==> src/rtl/serial_mult_ctrl.sv <==
// serial_mult_ctrl
// Sequencer for an unsigned shift-and-add multiplier that time-multiplexes a
// single bit-serial full adder and its carry flop. Each multiplier bit costs
// one WIDTH-cycle ADD pass over the multiplicand, followed by one SHIFT cycle.
// The final SHIFT also loads the product register, so done and product update
// on the same edge.
//
// Optional feature: define MULT_SKIP_ZERO_EN to skip the ADD pass for zero
// multiplier bits. The product is unchanged. Latency becomes data-dependent.

module serial_mult_ctrl #(
   parameter int WIDTH = 8
) (
   input  logic                 clk,
   input  logic                 reset,
   input  logic                 start,
   input  logic [WIDTH-1:0]     multiplicand,
   input  logic [WIDTH-1:0]     multiplier,
   output logic                 busy,
   output logic                 done,
   output logic [2*WIDTH-1:0]   product
);

   localparam int CW = $clog2(WIDTH);
   localparam logic [CW-1:0] LAST = CW'(WIDTH - 1);

   typedef enum logic [1:0] {
      IDLE,
      ADD,
      SHIFT,
      DONE
   } state_t;

   state_t state;
   state_t state_next;

   logic [WIDTH-1:0] mcand;
   logic [WIDTH-1:0] mplier;
   logic [WIDTH-1:0] acc_hi;
   logic [WIDTH-1:0] acc_lo;
   logic             carry;
   logic [CW-1:0]    bit_cnt;
   logic [CW-1:0]    iter_cnt;

   logic             pp_bit;
   logic             sum_bit;
   logic             carry_next;
   logic [WIDTH-1:0] shift_hi;
   logic [WIDTH-1:0] shift_lo;

   // Full-adder cell plus the one-bit right shift of {carry, acc_hi, acc_lo}
   always_comb begin
      pp_bit     = mcand[0] & mplier[0];
      sum_bit    = acc_hi[0] ^ pp_bit ^ carry;
      carry_next = (acc_hi[0] & pp_bit) | (acc_hi[0] & carry) | (pp_bit & carry);
      shift_hi   = {carry, acc_hi[WIDTH-1:1]};
      shift_lo   = {acc_hi[0], acc_lo[WIDTH-1:1]};
   end

   // State register
   always_ff @(posedge clk or negedge reset) begin
      if (!reset) begin
         state <= IDLE;
      end else begin
         state <= state_next;
      end
   end

   // Next-state decision; the optional skip looks at the upcoming multiplier bit
   always_comb begin
      state_next = state;
      case (state)
         IDLE: begin
            if (start) begin
`ifdef MULT_SKIP_ZERO_EN
               state_next = multiplier[0] ? ADD : SHIFT;
`else
               state_next = ADD;
`endif
            end
         end
         ADD: begin
            if (bit_cnt == LAST) begin
               state_next = SHIFT;
            end
         end
         SHIFT: begin
            if (iter_cnt == LAST) begin
               state_next = DONE;
            end else begin
`ifdef MULT_SKIP_ZERO_EN
               state_next = mplier[1] ? ADD : SHIFT;
`else
               state_next = ADD;
`endif
            end
         end
         DONE: begin
            state_next = IDLE;
         end
         default: begin
            state_next = IDLE;
         end
      endcase
   end

   // Datapath: operand capture, serial add passes, shifts and product load
   always_ff @(posedge clk or negedge reset) begin
      if (!reset) begin
         mcand    <= '0;
         mplier   <= '0;
         acc_hi   <= '0;
         acc_lo   <= '0;
         carry    <= 1'b0;
         bit_cnt  <= '0;
         iter_cnt <= '0;
         product  <= '0;
      end else begin
         case (state)
            IDLE: begin
               if (start) begin
                  mcand    <= multiplicand;
                  mplier   <= multiplier;
                  acc_hi   <= '0;
                  acc_lo   <= '0;
                  carry    <= 1'b0;
                  bit_cnt  <= '0;
                  iter_cnt <= '0;
               end
            end
            ADD: begin
               acc_hi  <= {sum_bit, acc_hi[WIDTH-1:1]};
               mcand   <= {mcand[0], mcand[WIDTH-1:1]};
               carry   <= carry_next;
               bit_cnt <= bit_cnt + 1'b1;
            end
            SHIFT: begin
               acc_hi  <= shift_hi;
               acc_lo  <= shift_lo;
               mplier  <= {1'b0, mplier[WIDTH-1:1]};
               carry   <= 1'b0;
               bit_cnt <= '0;
               if (iter_cnt == LAST) begin
                  product <= {shift_hi, shift_lo};
               end else begin
                  iter_cnt <= iter_cnt + 1'b1;
               end
            end
            default: begin
            end
         endcase
      end
   end

   // Status outputs decode directly from the state register
   always_comb begin
      busy = (state != IDLE);
      done = (state == DONE);
   end

endmodule

==> config.mk <==
export PLATFORM = sky130hd
export DESIGN_NAME = serial_mult_ctrl
export DESIGN_NICKNAME = d
export VERILOG_FILES = /design/src/rtl/serial_mult_ctrl.sv
export SDC_FILE = /design/constraint.sdc
export NUM_CORES = 1
export LEC_CHECK = 0
export ABC_CLOCK_PERIOD_IN_PS = 2100
export BUFFER_PORTS_ARGS = -buffer_cell sky130_fd_sc_hd__buf_2
export CAP_MARGIN = 15
export CORE_AREA = 3 3 76 78
export DETAILED_ROUTE_END_ITERATION = 12
export DIE_AREA = 0 0 79 81
export HOLD_SLACK_MARGIN = 0.06
export PLACE_DENSITY = 0.69
export SYNTH_ARGS = -nofsm -noshare
export SYNTH_HDL_FRONTEND = slang
export SYNTH_SLANG_ARGS = --single-unit
export TNS_END_PERCENT = 5
==> constraint.sdc <==
create_clock -name clk -period 2.1 [get_ports clk]
set_input_delay 0.42 -clock clk [delete_from_list [all_inputs] [get_ports clk]]
set_output_delay 0.42 -clock clk [all_outputs]
set_load 0.005 [all_outputs]
==> results.json <==
{
  "rsz0062_at_grt": "false",
  "cp.required_ns": 1.68,
  "placed_area_um2": 2806,
  "tightest_slew_ns": 0.5452,
  "yosysMostFrequentCell": "dfrtp_1",
  "path_cells": "inv_1 > ha_1 > buf_4 > inv_1 > buf_2",
  "r2r.worst_path.cells": 5,
  "wl_per_cell_um": 14.02,
  "cpMaxStageDelayCell": "dfrtp_1",
  "vias": 1716,
  "met2_usage_pct": 24.66,
  "met3_usage_pct": 3.326,
  "dieArea_um2": 6399,
  "cts_root_buf": "clkbuf_8",
  "power.total_mw": 3.213,
  "synth_area_leaders": "dfrtp_1 55%, mux2_2 6.2%, a22o_1 5.2%",
  "cts_htree_levels": 2,
  "setup_viol": 0,
  "yosys_register_bits": 56,
  "design_area_um2": 2895,
  "ys_seq_area_share_pct": 55.06,
  "path_clk_slew_ns": 0.10,
  "comb_power_share_pct": 37.9,
  "cts_hold_buf": 0,
  "grt_max_degree": 35,
  "fill_cells": 468,
  "grt.overflow.total": 0,
  "drt_first_pass_iters": 4,
  "drive_gt1_share_pct": 26.48,
  "insertedDiodeCount": 0,
  "netlist_top_cells_count": "56 x dfrtp_1, 22 x o21ai_0, 16 x nand2_1, 16 x nand2b_1, 15 x a22o_1",
  "hold_class": "in2async",
  "p_sw_mw": 1.186,
  "use_met1_pct": 22.25,
  "cap_violations": 0,
  "sw_frac_of_total_pct": 36.90,
  "p_int_mw": 2.028,
  "cts_tree": "done",
  "synth_edf_count": 0,
  "clockPowerShare_pct": 18.1,
  "antenna_found_initial": 0,
  "yosys.area_share.simple_pct": 10.67,
  "synth_compound_area_share_pct": 15.98,
  "synth_cell_types": 27,
  "synth_top_family_by_area": "compound AO/OA/AOI/OAI gates",
  "postSynthCellCount": 216,
  "hpwl_um": 3084,
  "area_growth_pct": 13.77,
  "clock_latency_ns": 0.30,
  "tns_ns": 0,
  "report.final.hold_viol_count": 0,
  "crit_path_start_kind": "register",
  "cp_common_cell": "inv_1",
  "placementRows": 26,
  "post_cts_buffers": 0,
  "leakagePower_nw": 1.414,
  "worstSetupStartpoint": "state[1]$_DFFE_PN0P_",
  "fin_skew_ns": 0.004449,
  "viasPerCell": 5.313,
  "totalWireLength_um": 4529,
  "peakVddDrop_mv": 0.5201,
  "grt_pass1_vias": 1663,
  "synth_nets": 245,
  "track_usage_pct": 15.86,
  "reg2reg_to": "mcand[6]$_DFFE_PN0P_",
  "synthMuxAreaShare_pct": 9.833,
  "status": "finished clean",
  "max_slew_margin_pct": 63.66,
  "r2r_slack_ns": 0.31,
  "cts_max_path_buffers": 2,
  "grt_pass1_wl_um": 8024,
  "synthXorXnorAreaFrac_pct": 0,
  "syn_area_um2": 2545,
  "clock_sinks": 56,
  "min_period_ns": 1.992,
  "initial_core_util_pct": 49.51,
  "io_buffers": 36,
  "drc": 0,
  "worstSetupPathType": "reg2out",
  "die_h_um": 81,
  "busiest_layer": "met2",
  "synthAdderAreaFrac_pct": 5.211,
  "die_x_um": 79,
  "synth-async-reset-ratio_pct": 100.0,
  "numCtsBuffers": 5,
  "synth_ff_type": "dfrtp_1",
  "drtIter0Drc": 66,
  "cp.arrival_ns": 1.57,
  "yosysTopAreaCellShare_pct": 55.06,
  "reg2reg_from": "state[1]$_DFFE_PN0P_",
  "yosysWarnings": 0,
  "fin_crit_sh_pct": 94.84,
  "yosysTopAreaCell": "dfrtp_1",
  "cp_max_fo": 17,
  "postRouteAntennaNets": 0,
  "place_congestion": 0.7605,
  "cts_resized": 0,
  "crit_path_end": "busy",
  "num-nets-final": 281,
  "worstSetupEndpointType": "primary output",
  "io_pins": 37,
  "synth_area_per_cell_um2": 11.78,
  "slew_violations": 0,
  "pwr-share-seq_pct": 44.0,
  "critPathMaxStageDelay_ns": 0.45,
  "core_area_um2": 5140,
  "clock.fmax_mhz": 502.1,
  "p_per_area_nw_per_um2": 1110
}
==> cells in the final DEF (no fill, tap or decap), types with 2 or more instances in the layout <==
cell type / instances
a21oi_1: 10
nand2b_1: 16
inv_1: 5
a31oi_1: 2
ha_1: 9
o21ai_1: 3
buf_4: 5
clkbuf_8: 5
a22o_1: 15
a221o_1: 8
buf_2: 36
and2_1: 3
dfrtp_1: 56
o21ai_0: 22
mux2_2: 14
mux2i_1: 7
nand2_1: 16
nand3_1: 8
==> critical path, delay by kind of cell (launching register included) <==
kind | cells | cell delay, ns
buffers and inverters | 4 | 0.54
flip-flops | 1 | 0.45
adder cells (fa/ha/maj) | 1 | 0.28
==> worst min-delay path by stage <==
stage | endpoint | slack [ns] | depth (start not counted)
finish | mplier[4]$_DFFE_PN0P_ | 0.09 | 1
global route | mcand[1]$_DFFE_PN0P_ | 0.12 | 1
CTS | mcand[1]$_DFFE_PN0P_ | 0.1 | 1
detailed placement | mplier[4]$_DFFE_PN0P_ | 0.44 | 1
global placement | mplier[3]$_DFFE_PN0P_ | 0.44 | 1
floorplan | acc_hi[0]$_DFFE_PN0P_ | 0.12 | 0
==> kinds of logic after synthesis <==
kind of cell / after synthesis
AO/OA/AOI/OAI: 61
adder cells (fa/ha/maj): 10
buffers and inverters: 18
flip-flops: 56
multiplexers: 22
AND/OR/NAND/NOR: 49
==> area by class of cell <==
type | count | area (um^2) | share of cell area, %
multi-input cells | 142 | 1061 | 36.65
flip-flops and latches | 56 | 1401 | 48.40
inverters | 5 | 18.77 | 0.6482
clock inverters | 2 | 16.27 | 0.5618
well taps | 70 | 87.58 | 3.025
clock buffers | 6 | 72.57 | 2.506
repair buffers | 42 | 237.7 | 8.211
==> power groups by stage <==
| stage | sequential, mW | clock [mW] | combinational, mW |
|---|---|---|---|
| finish | 1.41 | 0.583 | 1.22 |
| floorplan | 1.39 | 0 | 0.963 |
| detailed placement | 1.43 | 0 | 1.23 |
| global route | 1.44 | 0.648 | 1.39 |
| CTS | 1.41 | 0.606 | 1.24 |
| global placement | 1.42 | 0 | 1.20 |
==> stage by stage <==
| step | hold slack (ns) | std cells | setup WS, ns | utilization (%) |
|---|---|---|---|---|
| floorplan | 0.1244 | 216 | 0.4722 | - |
| global placement | 0.4400 | 315 | 0.3755 | 54.60 |
| detailed placement | 0.4398 | 315 | 0.3280 | 54.60 |
| CTS | 0.09703 | 323 | 0.09944 | 56.33 |
| global route | 0.1182 | 323 | 0.005384 | 56.33 |
| finish | 0.08734 | 323 | 0.1083 | 56.33 |
==> state kept, by name, summed over array words and instances (netlist names) <==
signal	flops
acc_hi	8
state	2
acc_lo	7
iter_cnt	3
bit_cnt	3
product	16
mplier	8
carry	1
mcand	8
==> per-layer routing <==
layer / share of wire [%] / vias up
li1: - / 839
met1: 50 / 837
met2: 44 / 33
met3: 4.3 / 7
met4: 1.3 / 0
met5: 0 / -
(Power assumes the default switching activity.)
